### src/rtl/exc_ctrl_pkg.sv
// Shared types and constants for the exception/interrupt sequencing controller.
package exc_ctrl_pkg;

    typedef enum logic [1:0] {
        IDLE     = 2'd0,
        REDIRECT = 2'd1
    } state_t;

    localparam logic [1:0] ADDR_MODE   = 2'd0;
    localparam logic [1:0] ADDR_PEND   = 2'd1;
    localparam logic [1:0] ADDR_RAW    = 2'd2;
    localparam logic [1:0] ADDR_STATUS = 2'd3;

    localparam logic [31:0] HANDLER_PC_DEFAULT = 32'h0000_4180;

endpackage

### src/rtl/exc_ctrl_irq_sync.sv
// One interrupt source: 3-flop synchroniser, rising-edge detect and sticky PEND bit.
module irq_sync (
    input  logic clk,
    input  logic reset,
    input  logic irq,
    input  logic mode,
    input  logic clr,
    output logic raw,
    output logic pend,
    output logic hw_int
);

    logic s1, s2, s3;
    logic edge_set;

    // s3 only exists to give the edge detector a registered previous value
    assign edge_set = mode & s2 & ~s3;

    always_ff @(posedge clk or negedge reset) begin
        if (!reset) begin
            s1   <= 1'b0;
            s2   <= 1'b0;
            s3   <= 1'b0;
            pend <= 1'b0;
        end else begin
            s1   <= irq;
            s2   <= s1;
            s3   <= s2;
            pend <= edge_set | (pend & ~clr);
        end
    end

    assign raw    = s2;
    assign hw_int = mode ? pend : s2;

endmodule

### src/rtl/exc_ctrl.sv
// Interrupt conditioning into CP0 HWInt, plus flush / EXLClr / PC-redirect sequencing.
module exc_ctrl
    import exc_ctrl_pkg::*;
#(
    parameter int          NSRC       = 6,
    parameter logic [31:0] HANDLER_PC = HANDLER_PC_DEFAULT
) (
    input  logic            clk,
    input  logic            reset,
    input  logic [NSRC-1:0] irq_in,
    input  logic            cfg_we,
    input  logic [1:0]      cfg_addr,
    input  logic [31:0]     cfg_wdata,
    output logic [31:0]     cfg_rdata,
    output logic [5:0]      hw_int,
    input  logic            cp0_req,
    input  logic [31:0]     epc,
    input  logic            eret,
    output logic            flush,
    output logic            exl_clr,
    output logic            redir_valid,
    output logic [31:0]     redir_pc,
    input  logic            redir_ready
);

    logic [NSRC-1:0] mode_q;
    logic [NSRC-1:0] clr;
    logic [NSRC-1:0] raw;
    logic [NSRC-1:0] pend;
    logic [NSRC-1:0] hw_v;
    state_t          state, state_n;
    logic [31:0]     pc_n;
    logic            unused_wdata;

    assign unused_wdata = ^cfg_wdata;

    assign clr = (cfg_we && cfg_addr == ADDR_PEND) ? cfg_wdata[NSRC-1:0] : '0;

    for (genvar g = 0; g < NSRC; g++) begin : g_src
        irq_sync u_sync (
            .clk    (clk),
            .reset  (reset),
            .irq    (irq_in[g]),
            .mode   (mode_q[g]),
            .clr    (clr[g]),
            .raw    (raw[g]),
            .pend   (pend[g]),
            .hw_int (hw_v[g])
        );
    end

    always_ff @(posedge clk or negedge reset) begin
        if (!reset) begin
            mode_q <= '0;
        end else if (cfg_we && cfg_addr == ADDR_MODE) begin
            mode_q <= cfg_wdata[NSRC-1:0];
        end
    end

    always_comb begin
        hw_int           = '0;
        hw_int[NSRC-1:0] = hw_v;
    end

    always_comb begin
        cfg_rdata = '0;
        case (cfg_addr)
            ADDR_MODE:   cfg_rdata[NSRC-1:0] = mode_q;
            ADDR_PEND:   cfg_rdata[NSRC-1:0] = pend;
            ADDR_RAW:    cfg_rdata[NSRC-1:0] = raw;
            ADDR_STATUS: cfg_rdata[1:0]      = state;
            default:     cfg_rdata           = '0;
        endcase
    end

    always_ff @(posedge clk or negedge reset) begin
        if (!reset) begin
            state    <= IDLE;
            redir_pc <= '0;
        end else begin
            state    <= state_n;
            redir_pc <= pc_n;
        end
    end

    // reset gating keeps flush/exl_clr quiet while the block is held in reset
    always_comb begin
        state_n = state;
        pc_n    = redir_pc;
        flush   = 1'b0;
        exl_clr = 1'b0;
        case (state)
            IDLE: begin
                if (reset && cp0_req) begin
                    flush   = 1'b1;
                    pc_n    = HANDLER_PC;
                    state_n = REDIRECT;
                end else if (reset && eret) begin
                    flush   = 1'b1;
                    exl_clr = 1'b1;
                    pc_n    = epc;
                    state_n = REDIRECT;
                end
            end
            REDIRECT: begin
                if (redir_ready) state_n = IDLE;
            end
            default: state_n = IDLE;
        endcase
    end

    assign redir_valid = (state == REDIRECT);

endmodule

### config.mk
export PLATFORM = sky130hd
export DESIGN_NAME = exc_ctrl
export DESIGN_NICKNAME = d
export VERILOG_FILES = /design/src/rtl/exc_ctrl_pkg.sv /design/src/rtl/exc_ctrl_irq_sync.sv /design/src/rtl/exc_ctrl.sv
export SDC_FILE = /design/constraint.sdc
export NUM_CORES = 1
export LEC_CHECK = 0
export BUFFER_PORTS_ARGS = -buffer_cell sky130_fd_sc_hd__buf_2
export CORE_MARGIN = 1
export CORE_UTILIZATION = 40
export DETAILED_ROUTE_END_ITERATION = 12
export HOLD_SLACK_MARGIN = 0.05
export PLACE_DENSITY = 0.73
export SYNTH_ARGS = -nofsm -noshare
export SYNTH_HDL_FRONTEND = slang
export SYNTH_HIERARCHICAL = 1
export SYNTH_SLANG_ARGS = --single-unit
export TNS_END_PERCENT = 100
### constraint.sdc
create_clock -name clk -period 1 [get_ports clk]
set_input_delay 0.1 -clock clk [delete_from_list [all_inputs] [get_ports clk]]
set_output_delay 0.1 -clock clk [all_outputs]
set_load 0.005 [all_outputs]
### Word-level counts from Yosys, hierarchy flattened

Index checks and enable logic that the tools add are counted.

* register bits after elaboration: 64
* latch bits: 0
* memory bits (writable): 0
* ROM bits: 0
* memories kept: 0

* $add $sub $neg: 0
* $mul: 0
* divide/modulo/power cells: 0
* $lt $le $gt $ge: 0
* equality and inequality tests: 6
* shifts and indexed selects: 0
* muxes and demuxes: 20
* bitwise gates (word level): 36
* reduce and logical (&&, ||, !) cells: 9

Operator list (number)
* 32-bit two-way mux: 2
* 1-bit AND: 18
* 1-bit NOT: 12
* 4-bit one-hot mux with 3 select lines: 1
* 1-bit two-way mux: 11
* 2-bit one-hot mux with 4 select lines: 1
* 2-bit two-way mux: 3
* 6-bit two-way mux: 1
* 1-bit OR: 6
* 2-bit by 1-bit equality test with 1-bit output, second input constant: 2
* 2-bit equality test, second input constant: 2
* 1-bit logical AND: 4
* 2-bit logical NOT: 2
* 2-bit one-hot mux with 2 select lines: 1
* 2-bit AND reduction: 2
* 3-bit inequality test, second input constant: 1
* 2-bit by 1-bit inequality test with 1-bit output, second input constant: 1
* 2-bit nonzero test: 1

### Longest topological paths before layout

Gate-level depths: netlist of the first run.

* depth in word-level cells: 6
* depth in mapped cells: 5
* depth with buffers taken out: 4

### Modules after synthesis

Netlist of the first run, hierarchy kept.

By module, submodules not included
* exc_ctrl: times used 1, cells each 218, area an instance 2026.9 µm², seq. area each 975.9 µm²
* irq_sync: times used 6, cells each 8, area an instance 128.9 µm², seq. area each 100.1 µm²

### Worst setup path before layout of the first run

No wires, ideal clock.

* path type: register -> register
* start point: register state[0]
* end point: register redir_pc[0]
* setup time: 0.134 ns
* arrival time: 0.979 ns
* data required time: 0.866 ns
* slack: -0.114 ns
* stages on the path, launching flop included: 5
* buffers on the path: 1
* period minus slack after synthesis: 1.114 ns
* cells stage by stage: dfrtp_1 nand2b_1 clkbuf_1 o21ai_0 o21ai_0

* cells in the longest elaborated chain, start to end: 2

RTL lines
* start, declared: line exc_ctrl.sv:31 `state_t state, state_n;`
* start signal, assigned: line exc_ctrl.sv:81 `state <= state_n;`
* 2-bit logical NOT: line exc_ctrl.sv:92 `case (state)`
* 2-bit AND reduction (no line)
* end signal, assigned: line exc_ctrl.sv:82 `redir_pc <= pc_n;`
* end, declared: line exc_ctrl.sv:22 `output logic [31:0] redir_pc,`

No other way between the ends.
A chain may end at the register's enable or synchronous reset.

### Worst setup path after layout of the first run

* start point: register state[0]
* end point: output cfg_rdata[0]

* cells in the longest elaborated chain, start to end: 1

RTL lines
* 2-bit one-hot mux with 4 select lines: line exc_ctrl.sv:67 `case (cfg_addr)`
* end, declared: line exc_ctrl.sv:14 `output logic [31:0] cfg_rdata,`

No other way between the ends.

==> results of run 1 <==
-- flip-flops by register name (all words and copies together) (netlist names) --
register	count
state	1
redir_pc	32
g_src.u_sync/s3	6
g_src.u_sync/pend	6
g_src.u_sync/raw	6
mode_q	6
g_src.u_sync/s1	6
-- area by class of cell --
cell class	instances	area share
sequential	63	0.3742
timing repair buffer	173	0.3035
clock inverter	4	0.01129
tap	96	0.02851
clock buffer	11	0.03119
multi-input combinational	181	0.2450
inverter	7	0.006237
-- cell usage after synthesis, types with 2 or more instances --
cell type	n	area (sq um)
a21oi_1	6	30.03
and2_1	6	37.54
clkbuf_2	2	10.01
clkbuf_1	6	22.52
nor2_1	6	22.52
mux2_4	6	90.09
dfrtp_1	63	1577
o21ai_1	8	40.04
buf_4	27	202.7
o21ai_0	55	275.3
buf_6	5	56.30
mux2_2	6	67.56
nor2b_1	2	12.51
nand2_1	41	153.9
mux2i_1	5	50.05
o22ai_1	7	43.79
inv_1	7	26.28
-- through the flow --
step / cell area, sq um / utilization / cells
2_1_floorplan: 2917 / - / 291
3_3_place_gp: 3401 / 0.5006 / 463
3_5_place_dp: 3401 / 0.5006 / 463
4_1_cts: 4126 / 0.6074 / 531
5_1_grt: 4213 / 0.6201 / 535
6_report: 4213 / 0.6201 / 535
-- layout by cell type, fill, tap and decap left out, types with 2 or more instances in the layout --
master         Yosys  final
clkbuf_8           0      9
dfrtp_1           63     63
mux2_4             6      7
and2_1             6      6
mux2i_1            5      5
clkbuf_1           6      2
clkinv_2           0      2
buf_12             0      3
buf_2              1     92
nand2b_4           0      2
o21ai_0           55     29
o21ai_1            8     33
a21oi_1            6      5
o22ai_1            7      7
mux2_2             6      5
dlygate4sd3_1      0     47
inv_1              7      7
buf_6              5     10
nand2_1           41     41
buf_4             27     20
conb_1             1     26
nor2_1             6      6
-- worst register-to-register path: cells and delay by family (launching register included) --
family | cells | cell delay, ps
AND/OR/NAND/NOR | 2 | 360
buffers and inverters | 3 | 470
flip-flops | 1 | 410
AO/OA/AOI/OAI | 1 | 120
-- power by group through the flow --
| stage | combinational (uW) | clock (uW) | sequential [uW] |
|---|---|---|---|
| 6_report | 1600 | 2050 | 3060 |
| 5_1_grt | 1760 | 2230 | 3100 |
| 4_1_cts | 1510 | 2110 | 3060 |
| 3_5_place_dp | 1230 | 0 | 3100 |
| 3_3_place_gp | 1190 | 0 | 3090 |
| 2_1_floorplan | 686 | 0 | 3100 |
-- cell families after synthesis --
logic type,count (synthesis)
other cells,1
buf+inv,48
flops,63
compound gates,76
simple gates,60
mux,18
-- routing by layer --
layer	wire length (microns)	GRT usage	vias to the layer above	part of all wire
met5	0	0	-	0
met4	87	0.08788	0	0.012
met3	424	0.04331	10	0.059
met2	3420	0.3491	107	0.48
met1	3224	0.2480	1186	0.45
li1	-	-	1174	-
-- worst min-delay path by stage --
stage                        from                   end  cells after the start
after floorplan             reset  g_src[0].u_sync/pend                      0
after global placement      reset              state[0]                      2
after detailed placement    reset              state[0]                      2
after global routing      cp0_req          redir_pc[13]                      3
after CTS                  epc[7]           redir_pc[7]                      3
final                     cp0_req          redir_pc[19]                      3
-- timing repair --
action / CTS / global route
hold buffers: 46 / 1
hold endpoints to repair: 107 / 1
pin swaps: 0 / 0
gates resized for setup: 14 / 9
endpoints found under the setup margin: 47 / 96
cloned: 1 / 1
setup buffers: 6 / 2
==> flow_metrics.tcl, run 1 <==
set metrics [dict create \
    outcome "finished, violations left" \
    violations "negative setup slack" \
    setup_viol_count_final 48 \
    drc 0 \
    nets 513 \
    via_count 2477 \
    p_comb_frac 0.238 \
    yosys_warnings 6 \
    clk_pin_slew_worst_paths_ps 70 \
    dieHeight_microns 85.67 \
    dieArea_sq_um 7339 \
    overflow 0 \
    fmaxAchievable_mhz 683.8 \
    crit_chain "mux4_2 -> buf_2" \
    vdd_drop_max_v 0.0009662 \
    drive_above_1_share 0.3667 \
    crit_family "multiplexers" \
    cts.sinks 63 \
    place_ws_ps -176.7 \
    seqPwrFrac 0.456 \
    wire_per_inst_microns 13.38 \
    power_density_nw_per_um2 1595 \
    synth.distinct_cells 25 \
    rr_worst_depth 6 \
    synthAdderAreaFrac 0 \
    grt_usage 0.2034 \
    ys.flop_type "dfrtp_1" \
    cp.depth 2 \
    cp.required_ps 900 \
    grt_max_degree 48 \
    clkPwrFrac 0.306 \
    r2r_start "state[0]" \
    min_path_type "primary input to flop" \
    grt_pass1_wl_mm 11.54 \
    ys_seq_elements 63 \
    ios 151 \
    die_w_microns 85.67 \
    hold_viol 0 \
    dr.pass1.iters 4 \
    final-max-slew-violation-count 0 \
    r2r_slack_ps -430 \
    fin_crit_sh 1.462 \
    rows 30 \
    cp-startpoint "state[0]" \
    tns_ps -16680 \
    multiInputGateArea_sq_um 1032 \
    crit_type "flop to output pin" \
    dp_hpwl_mm 4.289 \
    clockBufferDepth 2 \
    ff_latch_area_sq_um 1577 \
    p_int_uw 4921 \
    whs_ps 145.7 \
    critPathBufInv 1 \
    gp_congestion 0.7908 \
    critPathMaxStageDelay_ps 480 \
    synth.avg_cell_area_sq_um 10.53 \
    clk_latency_ps 330 \
    total_leakage_power_uw 0.002095 \
    r2r-end "redir_pc[30]" \
    vias_per_cell 4.630 \
    p_switching_uw 1797 \
    num_antenna_cells 0 \
    rsz0062_at_grt "yes" \
    crit_slowest_cell "mux4_2" \
    setup_ws_ps -462.4 \
    synth_top_family_by_area "compound AO/OA/AOI/OAI gates" \
    async_reset_ff_frac 1.000 \
    startpoint_type "flop" \
    core_sq_um 6794 \
    synthCells 266 \
    crit_path_max_fanout 3 \
    cts_max_level 3 \
    crit_arrival_ps 1360 \
    endpoint "cfg_rdata[0]" \
    drt.antenna.violating_nets 0 \
    wirelength_mm 7.156 \
    antenna_found_initial 0 \
    n_fill_cell 545 \
    fin_crit_ps 1462 \
    drt-initial-drc-count 97 \
    p_total_uw 6718 \
    initial_core_util 0.4122 \
    synthSimpleGateAreaFrac 0.09786 \
    synth_compound_area_frac 0.1390 \
    synth_mux_area_frac 0.08356 \
    cts_buffers 9 \
    switching_share 0.2675 \
    grt_pass1_vias 2531 \
    ys_seq_area_frac 0.5630 \
    clockRootBuffer "clkbuf_8" \
    synth_edf_count 0 \
    maxCapViolCount 0 \
    end_kind "output pin" \
    synth.cell_area_sq_um 2800 \
    io_buffers 98 \
    synth-xor-area-share 0 \
    cts_tree "yes" \
    syn2layout_area_growth_pct 50.45 \
    clock_skew_ps 9.611 \
]
(Power assumes the default switching activity.)
==> run 2: changes to the inputs <==
CTS_BUF_LIST = sky130_fd_sc_hd__clkbuf_4 sky130_fd_sc_hd__clkbuf_8 sky130_fd_sc_hd__clkbuf_16   (was unset)
==> flow_metrics.tcl, run 2 (synthesis results as in run 1) <==
set metrics [dict create \
    outcome "finished, violations left" \
    violations "negative setup slack" \
    cp.required_ps 900 \
    power_density_nw_per_um2 1604 \
    grt_pass1_wl_mm 11.54 \
    vias_per_cell 4.636 \
    min_path_type "primary input to flop" \
    r2r_slack_ps -430 \
    p_total_uw 6770 \
    crit_path_max_fanout 3 \
    setup_ws_ps -462.2 \
    antenna_found_initial 0 \
    dr.pass1.iters 4 \
    r2r_start "state[0]" \
    drc 0 \
    clock_skew_ps 9.611 \
    clockRootBuffer "clkbuf_8" \
    multiInputGateArea_sq_um 1032 \
    cts_tree "yes" \
    rsz0062_at_grt "yes" \
    rr_worst_depth 6 \
    gp_congestion 0.7908 \
    fin_crit_sh 1.462 \
    r2r-end "redir_pc[30]" \
    grt_max_degree 48 \
    drive_above_1_share 0.3713 \
    nets 513 \
    largest-register "redir_pc" \
    cts_buffers 9 \
    dieArea_sq_um 7339 \
    fmaxAchievable_mhz 683.9 \
    critPathBufInv 1 \
    layout_common_cells "buf_2 (92), dfrtp_1 (63), dlygate4sd3_1 (47)" \
    largest_reg_flops 32 \
    end_kind "output pin" \
    rows 30 \
    crit_family "multiplexers" \
    cp-startpoint "state[0]" \
    crit_slowest_cell "mux4_2" \
    final_common_cell "buf_2" \
    syn2layout_area_growth_pct 50.71 \
    total_leakage_power_uw 0.002101 \
    cts_max_level 3 \
    endpoint "cfg_rdata[0]" \
    setup_viol_count_final 48 \
    wire_per_inst_microns 13.37 \
    cp.depth 2 \
    die_w_microns 85.67 \
    place_ws_ps -176.7 \
    dieHeight_microns 85.67 \
    via_count 2480 \
    io_buffers 98 \
    n_fill_cell 544 \
    clk_pin_slew_worst_paths_ps 70 \
    clk_latency_ps 330 \
    vdd_drop_max_v 0.0009675 \
    drt.antenna.violating_nets 0 \
    cts.sinks 63 \
    hold_viol 0 \
    crit_arrival_ps 1360 \
    ios 151 \
    grt_pass1_vias 2531 \
    crit_type "flop to output pin" \
    maxCapViolCount 0 \
    critPathMaxStageDelay_ps 480 \
    clockBufferDepth 2 \
    final-max-slew-violation-count 0 \
    dp_hpwl_mm 4.289 \
    startpoint_type "flop" \
    initial_core_util 0.4122 \
    core_sq_um 6794 \
    grt_usage 0.2034 \
    wirelength_mm 7.151 \
    fin_crit_ps 1462 \
    num_antenna_cells 0 \
    ff_latch_area_sq_um 1577 \
    crit_chain "mux4_2 -> buf_2" \
    overflow 0 \
    final_core_util 0.6212 \
    drt-initial-drc-count 98 \
]
[run 2: cell types whose count changed in the layout (fill, tap and decap cells not counted)]
| cell | previous run | this run |
|---|---|---|
| clkbuf_1 | 2 | 0 |
| clkbuf_4 | 0 | 2 |
[run 2: worst min path at each step]
stage,startpoint,end,cells past startpoint
global route,cp0_req,redir_pc[13],3
detailed placement,reset,state[0],2
CTS,epc[7],redir_pc[7],3
floorplan,reset,g_src[0].u_sync/pend,0
finish,cp0_req,redir_pc[19],3
global placement,reset,state[0],2
[run 2: report_power, final]
group          switching [uW]  leakage (uW)  total, uW  internal, uW
Sequential                198      0.000774       3060          2860
Combinational             675       0.00123       1600           927
Clock                     922     0.0000960       2110          1180
[run 2: area by class of cell]
| class | count | area share |
|---|---|---|
| clock buffers | 11 | 0.03291 |
| clock inverters | 4 | 0.01127 |
| inverters | 7 | 0.006226 |
| multi-input cells | 181 | 0.2446 |
| flip-flops and latches | 63 | 0.3736 |
| well taps | 96 | 0.02846 |
| repair buffers | 173 | 0.3030 |
[run 2: metrics by stage]
stage | instances | area [sq um] | setup TNS [ps] | hold WS [ps]
after floorplan | 291 | 2917 | -2094 | -195.6
after global placement | 463 | 3401 | -3688 | 153.3
after detailed placement | 463 | 3401 | -5082 | 158.8
after CTS | 531 | 4134 | -17050 | 55.07
after global routing | 535 | 4220 | -19390 | 159.6
final | 535 | 4220 | -16670 | 145.9
[run 2: worst reg2reg max path, delay by kind of cell (launching register included)]
family,cells,cell delay (ps)
AO/OA/AOI/OAI,1,120
buffers and inverters,3,470
flip-flops,1,410
AND/OR/NAND/NOR,2,360
[run 2: what timing repair did]
action / 4_1_cts / 5_1_grt
cloned: 1 / 1
hold buffers: 46 / 1
setup endpoints to repair: 47 / 96
resized for setup: 14 / 9
setup buffers: 6 / 2
hold endpoints to repair: 107 / 1
[run 2: routing by layer]
| layer | up-vias | share of wire | global-route usage |
|---|---|---|---|
| met5 | - | 0 | 0 |
| met4 | 0 | 0.012 | 0.08788 |
| met3 | 10 | 0.060 | 0.04331 |
| met2 | 109 | 0.48 | 0.3491 |
| met1 | 1187 | 0.45 | 0.2480 |
| li1 | 1174 | - | - |
==> run 3: changes to the inputs <==
CORE_UTILIZATION = 45   (was 40)
PLACE_DENSITY = 0.77   (was 0.73)
TNS_END_PERCENT = 30   (was 100)
clock period = 1.4 ns   (was 1 ns; I/O delays follow)
==> flow_metrics.tcl, run 3 (synthesis results as in run 1) <==
set metrics [dict create \
    cts_tree "yes" \
    nets 487 \
    final-max-slew-violation-count 0 \
    total_leakage_power_uw 0.001973 \
    grt_max_degree 30 \
    rows 28 \
    place_ws_ps 147.2 \
    gp_congestion 0.7181 \
    drive_above_1_share 0.3575 \
    p_total_uw 4907 \
    die_w_microns 80.89 \
    hold_viol 0 \
    critPathMaxStageDelay_ps 470 \
    drt.antenna.violating_nets 0 \
    grt_usage 0.2098 \
    outcome "finished, violations left" \
    grt_pass1_vias 2276 \
    syn2layout_area_growth_pct 40.26 \
    initial_core_util 0.4702 \
    maxCapViolCount 0 \
    clk_pin_slew_worst_paths_ps 70 \
    fin_crit_ps 1500 \
    crit_slowest_cell "mux4_2" \
    final_common_cell "buf_2" \
    dr.pass1.iters 4 \
    crit_arrival_ps 1360 \
    clock_skew_ps 7.327 \
    drc 0 \
    clockBufferDepth 2 \
    ff_latch_area_sq_um 1578 \
    fin_crit_sh 1.071 \
    crit_path_max_fanout 4 \
    io_buffers 98 \
    cts_buffers 9 \
    violations "negative setup slack" \
    end_kind "output pin" \
    core_sq_um 5956 \
    grt_pass1_wl_mm 10.25 \
    wirelength_mm 6.411 \
    largest_reg_flops 32 \
    dp_hpwl_mm 4.174 \
    crit_chain "mux4_2 -> buf_2" \
    cp.required_ps 1260 \
    setup_ws_ps -99.80 \
    wire_per_inst_microns 13.11 \
    cts.sinks 63 \
    min_path_type "primary input to flop" \
    rsz0062_at_grt "yes" \
    power_density_nw_per_um2 1249 \
    ios 151 \
    via_count 2324 \
    vdd_drop_max_v 0.0007318 \
    clk_latency_ps 320 \
    antenna_found_initial 0 \
    cts_max_level 3 \
    startpoint_type "flop" \
    dieArea_sq_um 6542 \
    vias_per_cell 4.753 \
    multiInputGateArea_sq_um 1008 \
    fmaxAchievable_mhz 666.8 \
    drt-initial-drc-count 80 \
    largest-register "redir_pc" \
    dieHeight_microns 80.89 \
    num_antenna_cells 0 \
    layout_common_cells "buf_2 (97), dfrtp_1 (62), o21ai_0 (55)" \
    overflow 0 \
    setup_viol_count_final 2 \
    n_fill_cell 483 \
    clockRootBuffer "clkbuf_8" \
    crit_type "flop to output pin" \
]
-- run 3: worst max-delay path: cells and delay by family, from the launching register on --
kind,cells,cell delay [ps]
mux,1,470
flops,1,430
buf+inv,1,140
-- run 3: stage by stage --
stage	setup TNS (ps)	utilization	hold WS [ps]	area, sq um	std cells
3_3_place_gp	0	0.5506	143.9	3279	434
2_1_floorplan	0	-	-155.6	2894	291
4_1_cts	-251.8	0.6557	50.69	3905	489
6_report	-108.4	0.6595	71.10	3928	489
5_1_grt	-259.2	0.6595	58.15	3928	489
3_5_place_dp	0	0.5506	162.5	3279	434
-- run 3: final cells by class --
class | count | share of cell area
Clock inverter | 3 | 0.01657
Inverter | 7 | 0.006690
Tap cell | 75 | 0.02389
Timing Repair Buffer | 148 | 0.2520
Clock buffer | 13 | 0.04237
Sequential cell | 63 | 0.4017
Multi-Input combinational cell | 180 | 0.2568
-- run 3: routing by layer --
layer | track usage | routed length [microns]
met5 | 0 | 0
met3 | 0.06854 | 486
met1 | 0.2423 | 2647
met2 | 0.3538 | 3213
met4 | 0.09464 | 64
-- run 3: worst paths after layout --
path | from | endpoint | slack (ps) | depth (start not counted)
setup / recovery | state[0] | cfg_rdata[0] | -100 | 2
hold / removal | epc[29] | redir_pc[29] | 70 | 3
setup reg to reg | state[0] | redir_pc[28] | 160 | 4
hold reg to reg | g_src[4].u_sync/s1 | g_src[4].u_sync/raw | 350 | 0
max in group asynchronous | reset | mode_q[3] | 570 | 3
min in group asynchronous | reset | redir_pc[14] | 450 | 3
-- run 3: repair_timing --
item / CTS / global route
gates resized for setup: 5 / 5
setup endpoints to repair: 3 / 7
cloned: 0 / 0
pin swaps: 0 / 1
buffers inserted: 3 / 0
hold buffers: 36 / 0
hold endpoints to repair: 98 / 0
-- run 3: power by group --
part	leakage [uW]	switching, uW	total (uW)	internal [uW]
Combinational	0.00108	417	939	522
Clock	0.000120	639	1780	1140
Sequential	0.000773	145	2190	2050
